**src/rtl/window_3x3_assembler_if.sv**
```systemverilog
// Window handshake bundle between the 3x3 assembler (master) and the processing element (slave).
interface window_3x3_assembler_if #(
    parameter int PIX_W = 16
);
    logic [9*PIX_W-1:0] window_data;
    logic               window_valid;
    logic               window_ready;

    modport master (
        output window_data,
        output window_valid,
        input  window_ready
    );

    modport slave (
        input  window_data,
        input  window_valid,
        output window_ready
    );
endinterface

```
**src/rtl/window_3x3_assembler.sv**
```systemverilog
// Pops three row FIFOs together and registers one 3x3 window per pop for the processing element.
// Optional stall performance counter: define WINDOW_STALL_CNT_EN.
module window_3x3_assembler #(
    parameter int PIX_W = 16,
    parameter int COL_W = 10
) (
    input  logic                 clk,
    input  logic                 reset_n,
    input  logic                 start,
    input  logic                 stride2en,
    input  logic [COL_W-1:0]     num_cols,
    input  logic [COL_W-1:0]     num_rows,
    input  logic [3*PIX_W-1:0]   row0_data,
    input  logic [3*PIX_W-1:0]   row1_data,
    input  logic [3*PIX_W-1:0]   row2_data,
    input  logic [3:0]           row0_count,
    input  logic [3:0]           row1_count,
    input  logic [3:0]           row2_count,
    output logic                 pop,
    output logic                 one_row_complete,
    window_3x3_assembler_if.master win,
    output logic                 busy,
    output logic                 frame_done,
    output logic [15:0]          stall_cycles
);

    typedef enum logic [1:0] {
        IDLE    = 2'd0,
        RUN     = 2'd1,
        ROW_END = 2'd2
    } state_t;

    state_t             state_r;
    state_t             state_s;
    logic [COL_W-1:0]   cols_r;
    logic [COL_W-1:0]   rows_r;
    logic [COL_W-1:0]   col_cnt_r;
    logic [COL_W-1:0]   row_cnt_r;
    logic [9*PIX_W-1:0] win_data_r;
    logic               win_valid_r;
    logic               busy_r;
    logic               frame_done_r;

    logic               counts_ok_s;
    logic               slot_free_s;
    logic               fire_s;
    logic               row_done_s;
    logic               last_col_s;
    logic               last_row_s;
    logic               unused_s;

    // stride2en only matters to the FIFOs
    assign unused_s = stride2en;

    // Handshake qualifiers; a start in a running frame suppresses the pop that would be thrown away
    always_comb begin
        counts_ok_s = (row0_count >= 4'd3) && (row1_count >= 4'd3) && (row2_count >= 4'd3);
        slot_free_s = ~win_valid_r | win.window_ready;
        fire_s      = (state_r == RUN) && !start && slot_free_s && counts_ok_s;
        row_done_s  = (state_r == ROW_END) && !start && slot_free_s;
        last_col_s  = (col_cnt_r == (cols_r - COL_W'(1)));
        last_row_s  = (row_cnt_r == (rows_r - COL_W'(1)));
    end

    // Next-state decode
    always_comb begin
        state_s = state_r;
        if (start) begin
            state_s = RUN;
        end else begin
            case (state_r)
                IDLE: begin
                    state_s = IDLE;
                end
                RUN: begin
                    if (fire_s && last_col_s) begin
                        state_s = ROW_END;
                    end else begin
                        state_s = RUN;
                    end
                end
                ROW_END: begin
                    if (row_done_s) begin
                        state_s = last_row_s ? IDLE : RUN;
                    end else begin
                        state_s = ROW_END;
                    end
                end
                default: begin
                    state_s = IDLE;
                end
            endcase
        end
    end

    // State register
    always_ff @(posedge clk or negedge reset_n) begin
        if (!reset_n) begin
            state_r <= IDLE;
        end else begin
            state_r <= state_s;
        end
    end

    // Frame sizes, column/row counters and frame status flags
    always_ff @(posedge clk or negedge reset_n) begin
        if (!reset_n) begin
            cols_r       <= {COL_W{1'b0}};
            rows_r       <= {COL_W{1'b0}};
            col_cnt_r    <= {COL_W{1'b0}};
            row_cnt_r    <= {COL_W{1'b0}};
            busy_r       <= 1'b0;
            frame_done_r <= 1'b0;
        end else if (start) begin
            cols_r       <= num_cols;
            rows_r       <= num_rows;
            col_cnt_r    <= {COL_W{1'b0}};
            row_cnt_r    <= {COL_W{1'b0}};
            busy_r       <= 1'b1;
            frame_done_r <= 1'b0;
        end else begin
            frame_done_r <= row_done_s && last_row_s;
            if (fire_s) begin
                col_cnt_r <= last_col_s ? {COL_W{1'b0}} : (col_cnt_r + COL_W'(1));
            end else begin
                col_cnt_r <= col_cnt_r;
            end
            if (row_done_s) begin
                row_cnt_r <= row_cnt_r + COL_W'(1);
            end else begin
                row_cnt_r <= row_cnt_r;
            end
            if (row_done_s && last_row_s) begin
                busy_r <= 1'b0;
            end else begin
                busy_r <= busy_r;
            end
        end
    end

    // Window register: FIFO data_o is sampled in the pop cycle itself
    always_ff @(posedge clk or negedge reset_n) begin
        if (!reset_n) begin
            win_data_r  <= {(9*PIX_W){1'b0}};
            win_valid_r <= 1'b0;
        end else if (start) begin
            win_data_r  <= win_data_r;
            win_valid_r <= 1'b0;
        end else if (fire_s) begin
            win_data_r  <= {row2_data, row1_data, row0_data};
            win_valid_r <= 1'b1;
        end else if (win.window_ready) begin
            win_data_r  <= win_data_r;
            win_valid_r <= 1'b0;
        end else begin
            win_data_r  <= win_data_r;
            win_valid_r <= win_valid_r;
        end
    end

`ifdef WINDOW_STALL_CNT_EN
    logic [15:0] stall_r;

    // Saturating count of RUN cycles lost to FIFO starvation
    always_ff @(posedge clk or negedge reset_n) begin
        if (!reset_n) begin
            stall_r <= 16'd0;
        end else if (start) begin
            stall_r <= 16'd0;
        end else if ((state_r == RUN) && slot_free_s && !counts_ok_s && (stall_r != 16'hFFFF)) begin
            stall_r <= stall_r + 16'd1;
        end else begin
            stall_r <= stall_r;
        end
    end

    assign stall_cycles = stall_r;
`else
    assign stall_cycles = 16'd0;
`endif

    assign pop              = fire_s;
    assign one_row_complete = row_done_s;
    assign win.window_data  = win_data_r;
    assign win.window_valid = win_valid_r;
    assign busy             = busy_r;
    assign frame_done       = frame_done_r;

endmodule

```
**src/flat_wrapper.sv**
```systemverilog
// flat-port wrapper written by rule: the top's interface ports become plain ports
module window_3x3_assembler_flat 
#(
    parameter int PIX_W = 16,
    parameter int COL_W = 10
)
  (clk, reset_n, start, stride2en, num_cols, num_rows, row0_data, row1_data, row2_data, row0_count, row1_count, row2_count, pop, one_row_complete, busy, frame_done, stall_cycles, win_window_data, win_window_valid, win_window_ready);
  window_3x3_assembler_if #(.PIX_W(PIX_W)) win_i ();
  input  logic clk;
  input  logic reset_n;
  input  logic start;
  input  logic stride2en;
  input  logic [COL_W-1:0] num_cols;
  input  logic [COL_W-1:0] num_rows;
  input  logic [3*PIX_W-1:0] row0_data;
  input  logic [3*PIX_W-1:0] row1_data;
  input  logic [3*PIX_W-1:0] row2_data;
  input  logic [3:0] row0_count;
  input  logic [3:0] row1_count;
  input  logic [3:0] row2_count;
  output logic pop;
  output logic one_row_complete;
  output logic busy;
  output logic frame_done;
  output logic [15:0] stall_cycles;
  output wire logic [$bits(win_i.window_data)-1:0] win_window_data;
  output wire logic [$bits(win_i.window_valid)-1:0] win_window_valid;
  input wire logic [$bits(win_i.window_ready)-1:0] win_window_ready;
  assign win_window_data = win_i.window_data;
  assign win_window_valid = win_i.window_valid;
  assign win_i.window_ready = win_window_ready;
  window_3x3_assembler #(.PIX_W(PIX_W), .COL_W(COL_W)) u_core (.clk(clk), .reset_n(reset_n), .start(start), .stride2en(stride2en), .num_cols(num_cols), .num_rows(num_rows), .row0_data(row0_data), .row1_data(row1_data), .row2_data(row2_data), .row0_count(row0_count), .row1_count(row1_count), .row2_count(row2_count), .pop(pop), .one_row_complete(one_row_complete), .win(win_i), .busy(busy), .frame_done(frame_done), .stall_cycles(stall_cycles));
endmodule
```
**config.mk**
```make
export PLATFORM = sky130hd
export DESIGN_NAME = window_3x3_assembler_flat
export DESIGN_NICKNAME = d
export VERILOG_FILES = /design/src/rtl/window_3x3_assembler_if.sv /design/src/rtl/window_3x3_assembler.sv /design/src/flat_wrapper.sv
export SDC_FILE = /design/constraint.sdc
export NUM_CORES = 1
export LEC_CHECK = 0
export CAP_MARGIN = 20
export CORE_UTILIZATION = 40
export CTS_BUF_LIST = sky130_fd_sc_hd__clkbuf_4
export DETAILED_ROUTE_END_ITERATION = 10
export PLACE_DENSITY = 0.76
export SLEW_MARGIN = 20
export SYNTH_ARGS = -nofsm -noshare
export SYNTH_HDL_FRONTEND = slang
export SYNTH_SLANG_ARGS = --single-unit
```
**constraint.sdc**
```tcl
create_clock -name clk -period 2.7 [get_ports clk]
set_clock_uncertainty 0.2 [all_clocks]
set_input_delay 0.54 -clock clk [delete_from_list [all_inputs] [get_ports clk]]
set_output_delay 0.54 -clock clk [all_outputs]
set_load 0.02 [all_outputs]
```
After elaboration in Yosys (flattened, before gate mapping) --
Cells that the tools add are included.
Word-level totals: flip-flop bits (word level) 189, bits of input ports 181, output and inout bits 165, word-level logic and storage cells 54
Operators by class: $add $sub $neg 4, magnitude comparators 3, equality and inequality tests 4, mux-type cells 16, bitwise operators 3, reductions and logical operators 15
Operator list (count):
- two-way mux 10 bit | 5
- adder 10 x 1 -> 10 bit (second input constant) | 2
- == test 10 bit | 2
- subtractor 10 x 1 -> 10 bit (second input constant) | 2
- >= comparator 4 x 2 -> 1 bit (second input constant) | 3
- logical AND 1 bit | 9
- two-way mux 1 bit | 7
- two-way mux 2 bit | 3
- nonzero test 2 bit | 3
- one-hot mux 2 bit (2 select lines) | 1
- nonzero test 3 bit | 1
- == test 2 x 1 -> 1 bit (second input constant) | 1
- == test 2 bit (second input constant) | 1
- NOT 1 bit | 2
- AND reduction 2 bit | 1
- zero test 1 bit | 1
- bitwise OR 1 bit | 1

Depth between registers and ports, before layout --
word-level depth 8, gate-level depth with buffers 10, gate-level depth less buffers 8

Least setup slack after synthesis --
OpenSTA, ideal clock, no wires.
path kind flip-flop to flip-flop, from register u_core.rows_r[0], to register u_core.state_r[0], library setup time 0.126 ns, arrival 2.274 ns, data required time 2.374 ns, slack 0.100 ns, cell stages (with the launch flop) 7, path buffers 0, period minus slack after synthesis 2.600 ns, path through dfrtp_1 -> nor3_1 -> nor4bb_1 -> xnor2_1 -> nand3_1 -> or4_1 -> a221o_1
On the way: longest elaborated chain between the ends 6
Ends and longest elaborated chain:
- from (decl) | line window_3x3_assembler.sv:36 | logic [COL_W-1:0] rows_r;
- from (signal assigned) | line window_3x3_assembler.sv:109 | rows_r <= {COL_W{1'b0}};
- from (signal assigned) | line window_3x3_assembler.sv:116 | rows_r <= num_rows;
- subtractor 10 x 1 -> 10 bit | line window_3x3_assembler.sv:62 | last_row_s = (row_cnt_r == (rows_r - COL_W'(1)));
- == test 10 bit | line window_3x3_assembler.sv:62
- two-way mux 1 bit | line window_3x3_assembler.sv:84 | state_s = last_row_s ? IDLE : RUN;
- two-way mux 2 bit | line window_3x3_assembler.sv:83 | if (row_done_s) begin
- one-hot mux 2 bit (2 select lines) | line window_3x3_assembler.sv:71 | case (state_r)
- two-way mux 2 bit | line window_3x3_assembler.sv:68 | if (start) begin
- net u_core.state_s[0] | line window_3x3_assembler.sv:34 | state_t state_s;
- to (signal assigned) | line window_3x3_assembler.sv:101 | state_r <= state_s;
- to (decl) | line window_3x3_assembler.sv:33 | state_t state_r;
The timed path passes the listed nets, and every way through them passes these cells. A chain may end at the register's enable or synchronous reset.

Worst setup path in the final report --
from register u_core.rows_r[3], to register u_core.state_r[0]
The elaborated chain is that of the path after synthesis.

==> impl_metrics.tcl <==
set metrics [dict create \
    drt_iter0_markers 266 \
    io_pins 346 \
    wl_um 22600 \
    final-hold-violation-count 0 \
    design_area_um2 12100 \
    synth_top_area_share_pct 58.0 \
    crit_path_max_fanout 3 \
    grt_remaining_overflow 0 \
    place_congestion 0.788 \
    numCtsBuffers 17 \
    max-vdd-ir-drop_uv 423 \
    ant_nets 0 \
    hold_path_class "in -> async" \
    ys_seq_elements 189 \
    drive_gt1_share_pct 7.97 \
    fp.dieW_um 145 \
    track_usage_pct 21.9 \
    outcome "finished clean" \
    first_pass_iters 4 \
    grt_pass1_vias 6746 \
    synth_common_cells "nand2_1, dfrtp_1, clkbuf_1" \
    setup_viol 0 \
    initial_core_util_pct 41.4 \
    path_class "reg -> reg" \
    syn_area_um2 8160 \
    synthTopCellsByArea "dfrtp_1, nand2_1, mux2_2" \
    grt_setup_unrepaired "false" \
    worst_slew_pin_slew_ns 0.593 \
    row_count 51 \
    p_leak_nw 5.73 \
    cts_root_buf "clkbuf_4" \
    clkSinkCount 189 \
    final.setup.tns_ns 0 \
    cts_setup_buffers 0 \
    crit_arrival_ns 2.88 \
    max_freq_ghz 0.384 \
    ys_types 54 \
    synth_seq_area_share_pct 58.0 \
    antenna_found_initial 2 \
    slew_violations 0 \
    critPathCaptureType "flip-flop" \
    regToRegSetupSlack_ns 0.1 \
    synth_most_common_cell "nand2_1" \
    cp_data_required_time_ns 2.98 \
    crit_start "u_core.rows_r[3]" \
    remaining_drc_errors 0 \
    cap_violations 0 \
    grt_max_degree 81 \
    powerDensity_nw_per_um2 699 \
    yosys_most_used_dff "dfrtp_1" \
    wire_per_inst_um 15.1 \
    rr_startpoint "u_core.rows_r[3]" \
    max-slew-margin-rel_pct 60.4 \
    final_core_util_pct 61.4 \
    area_growth_pct 48.4 \
    placed_area_um2 11800 \
    netlist_instances 887 \
    clock_path_buffers 2 \
    synth_edf_count 0 \
    ys.warnings.count 0 \
    grt_first_pass_wirelength_um 34800 \
    path_clk_slew_ns 0.17 \
    place_hpwl_um 16500 \
    nets 1404 \
    vias 7027 \
    io_buffer_count 328 \
    synth_top_cell_by_area "dfrtp_1" \
    die_area_um2 21000 \
    critPathLaunchType "flip-flop" \
    via_per_inst 4.69 \
    coreArea_um2 19700 \
    cts_tree "yes" \
    fp.dieH_um 145 \
    reg2regPathDepth 6 \
    regToRegEndpoint "u_core.state_r[0]" \
    syn_area_per_cell_um2 9.20 \
    async_reset_ff_share_pct 100 \
    finalCriticalPeriod_ns 2.60 \
    clk_latency_ns 0.59 \
    h-tree-depth 4 \
    timing.final.crit_share_pct 96.4 \
]
## metrics by stage
step	hold slack, ns	cells	worst slack [ns]	total power [mW]
2_1_floorplan	0.0444	902	0.0997	5.22
3_3_place_gp	0.257	1462	-0.273	6.93
3_5_place_dp	0.261	1462	-0.268	6.99
4_1_cts	0.157	1495	0.0159	8.58
5_1_grt	0.156	1497	0.0127	8.95
6_report	0.203	1497	0.0985	8.46
## repair_timing
action | CTS | global route
gates resized for setup | 8 | 5
gates cloned | 0 | 0
hold buffers | 1 | 0
setup endpoints to repair | 2 | 8
hold endpoints to repair | 39 | 0
## critical path, stage by stage, from the launching register on
cell and delay [ns]:
dfrtp_1 0.42, nor4_1 0.35, nor4bb_1 0.32, xnor2_1 0.16, nand3_1 0.08, or4_1 0.60, a221o_1 0.36
## layout make-up
type | instances | area, um^2
Sequential cell | 189 | 4730
Antenna cell | 2 | 5.00
Clock inverter | 15 | 150
Inverter | 9 | 36.3
Multi-Input combinational cell | 648 | 3200
Timing Repair Buffer | 352 | 3520
Tap cell | 265 | 332
Clock buffer | 17 | 128
Fill cell | 1667 | 7610
## routing by layer
layer | part of all wire, % | vias up | global-route usage [%]
met5 | 0 | - | 0
met4 | 1.8 | 0 | 6.87
met3 | 9.1 | 24 | 8.29
met2 | 51 | 252 | 37.7
met1 | 39 | 3321 | 25.2
li1 | - | 3430 | -
## registers in the layout, summed over array words and instances (netlist names)
name,count
u_core.busy,1
u_core.col_cnt_r,10
u_core.cols_r,10
u_core.frame_done,1
u_core.row_cnt_r,10
u_core.rows_r,10
u_core.state_r,2
u_core.win.window_data,144
u_core.win.window_valid,1
## where the power goes
group | switching [mW] | leakage (nW) | internal [mW]
logic | 1.66 | 3.22 | 1.50
registers | 0.337 | 2.36 | 3.41
clock network | 1.06 | 0.155 | 0.492
## cell usage in the layout, fill, tap and decap left out, types with 4 or more instances in the layout
cell type          n
clkbuf_4          17
ha_1               5
buf_4             19
inv_6              4
o21ai_0            9
and2_1             5
xnor2_1           19
a21oi_1            4
mux2_2            16
inv_1              7
nor2b_1            4
nand2_1          451
a211oi_1           5
xor2_1            19
nor3_1             6
dfrtp_1          189
nand3_1           12
inv_8              4
a221o_1            6
conb_1            16
buf_12             5
nor2_1            21
clkdlybuf4s50_1  325
a2111oi_2          4
## worst max-delay path by stage
stage / depth (start not counted) / to / slack, ns
2_1_floorplan: 6 / u_core.state_r[0] / 0.1
3_3_place_gp: 6 / pop / -0.27
3_5_place_dp: 6 / pop / -0.27
4_1_cts: 6 / pop / 0.02
5_1_grt: 6 / pop / 0.01
6_report: 6 / u_core.state_r[0] / 0.1
## kinds of logic after synthesis
family / count (synthesis) / synth area share, %
multiplexers: 16 / 2.21
flip-flops: 189 / 58.0
other: 1 / 0.0460
adder cells (fa/ha/maj): 6 / 0.920
AND/OR/NAND/NOR: 526 / 26.1
XOR/XNOR: 38 / 4.08
AO/OA/AOI/OAI: 46 / 4.97
buffers and inverters: 65 / 3.73
No activity file was read; power rests on OpenSTA's default activity.
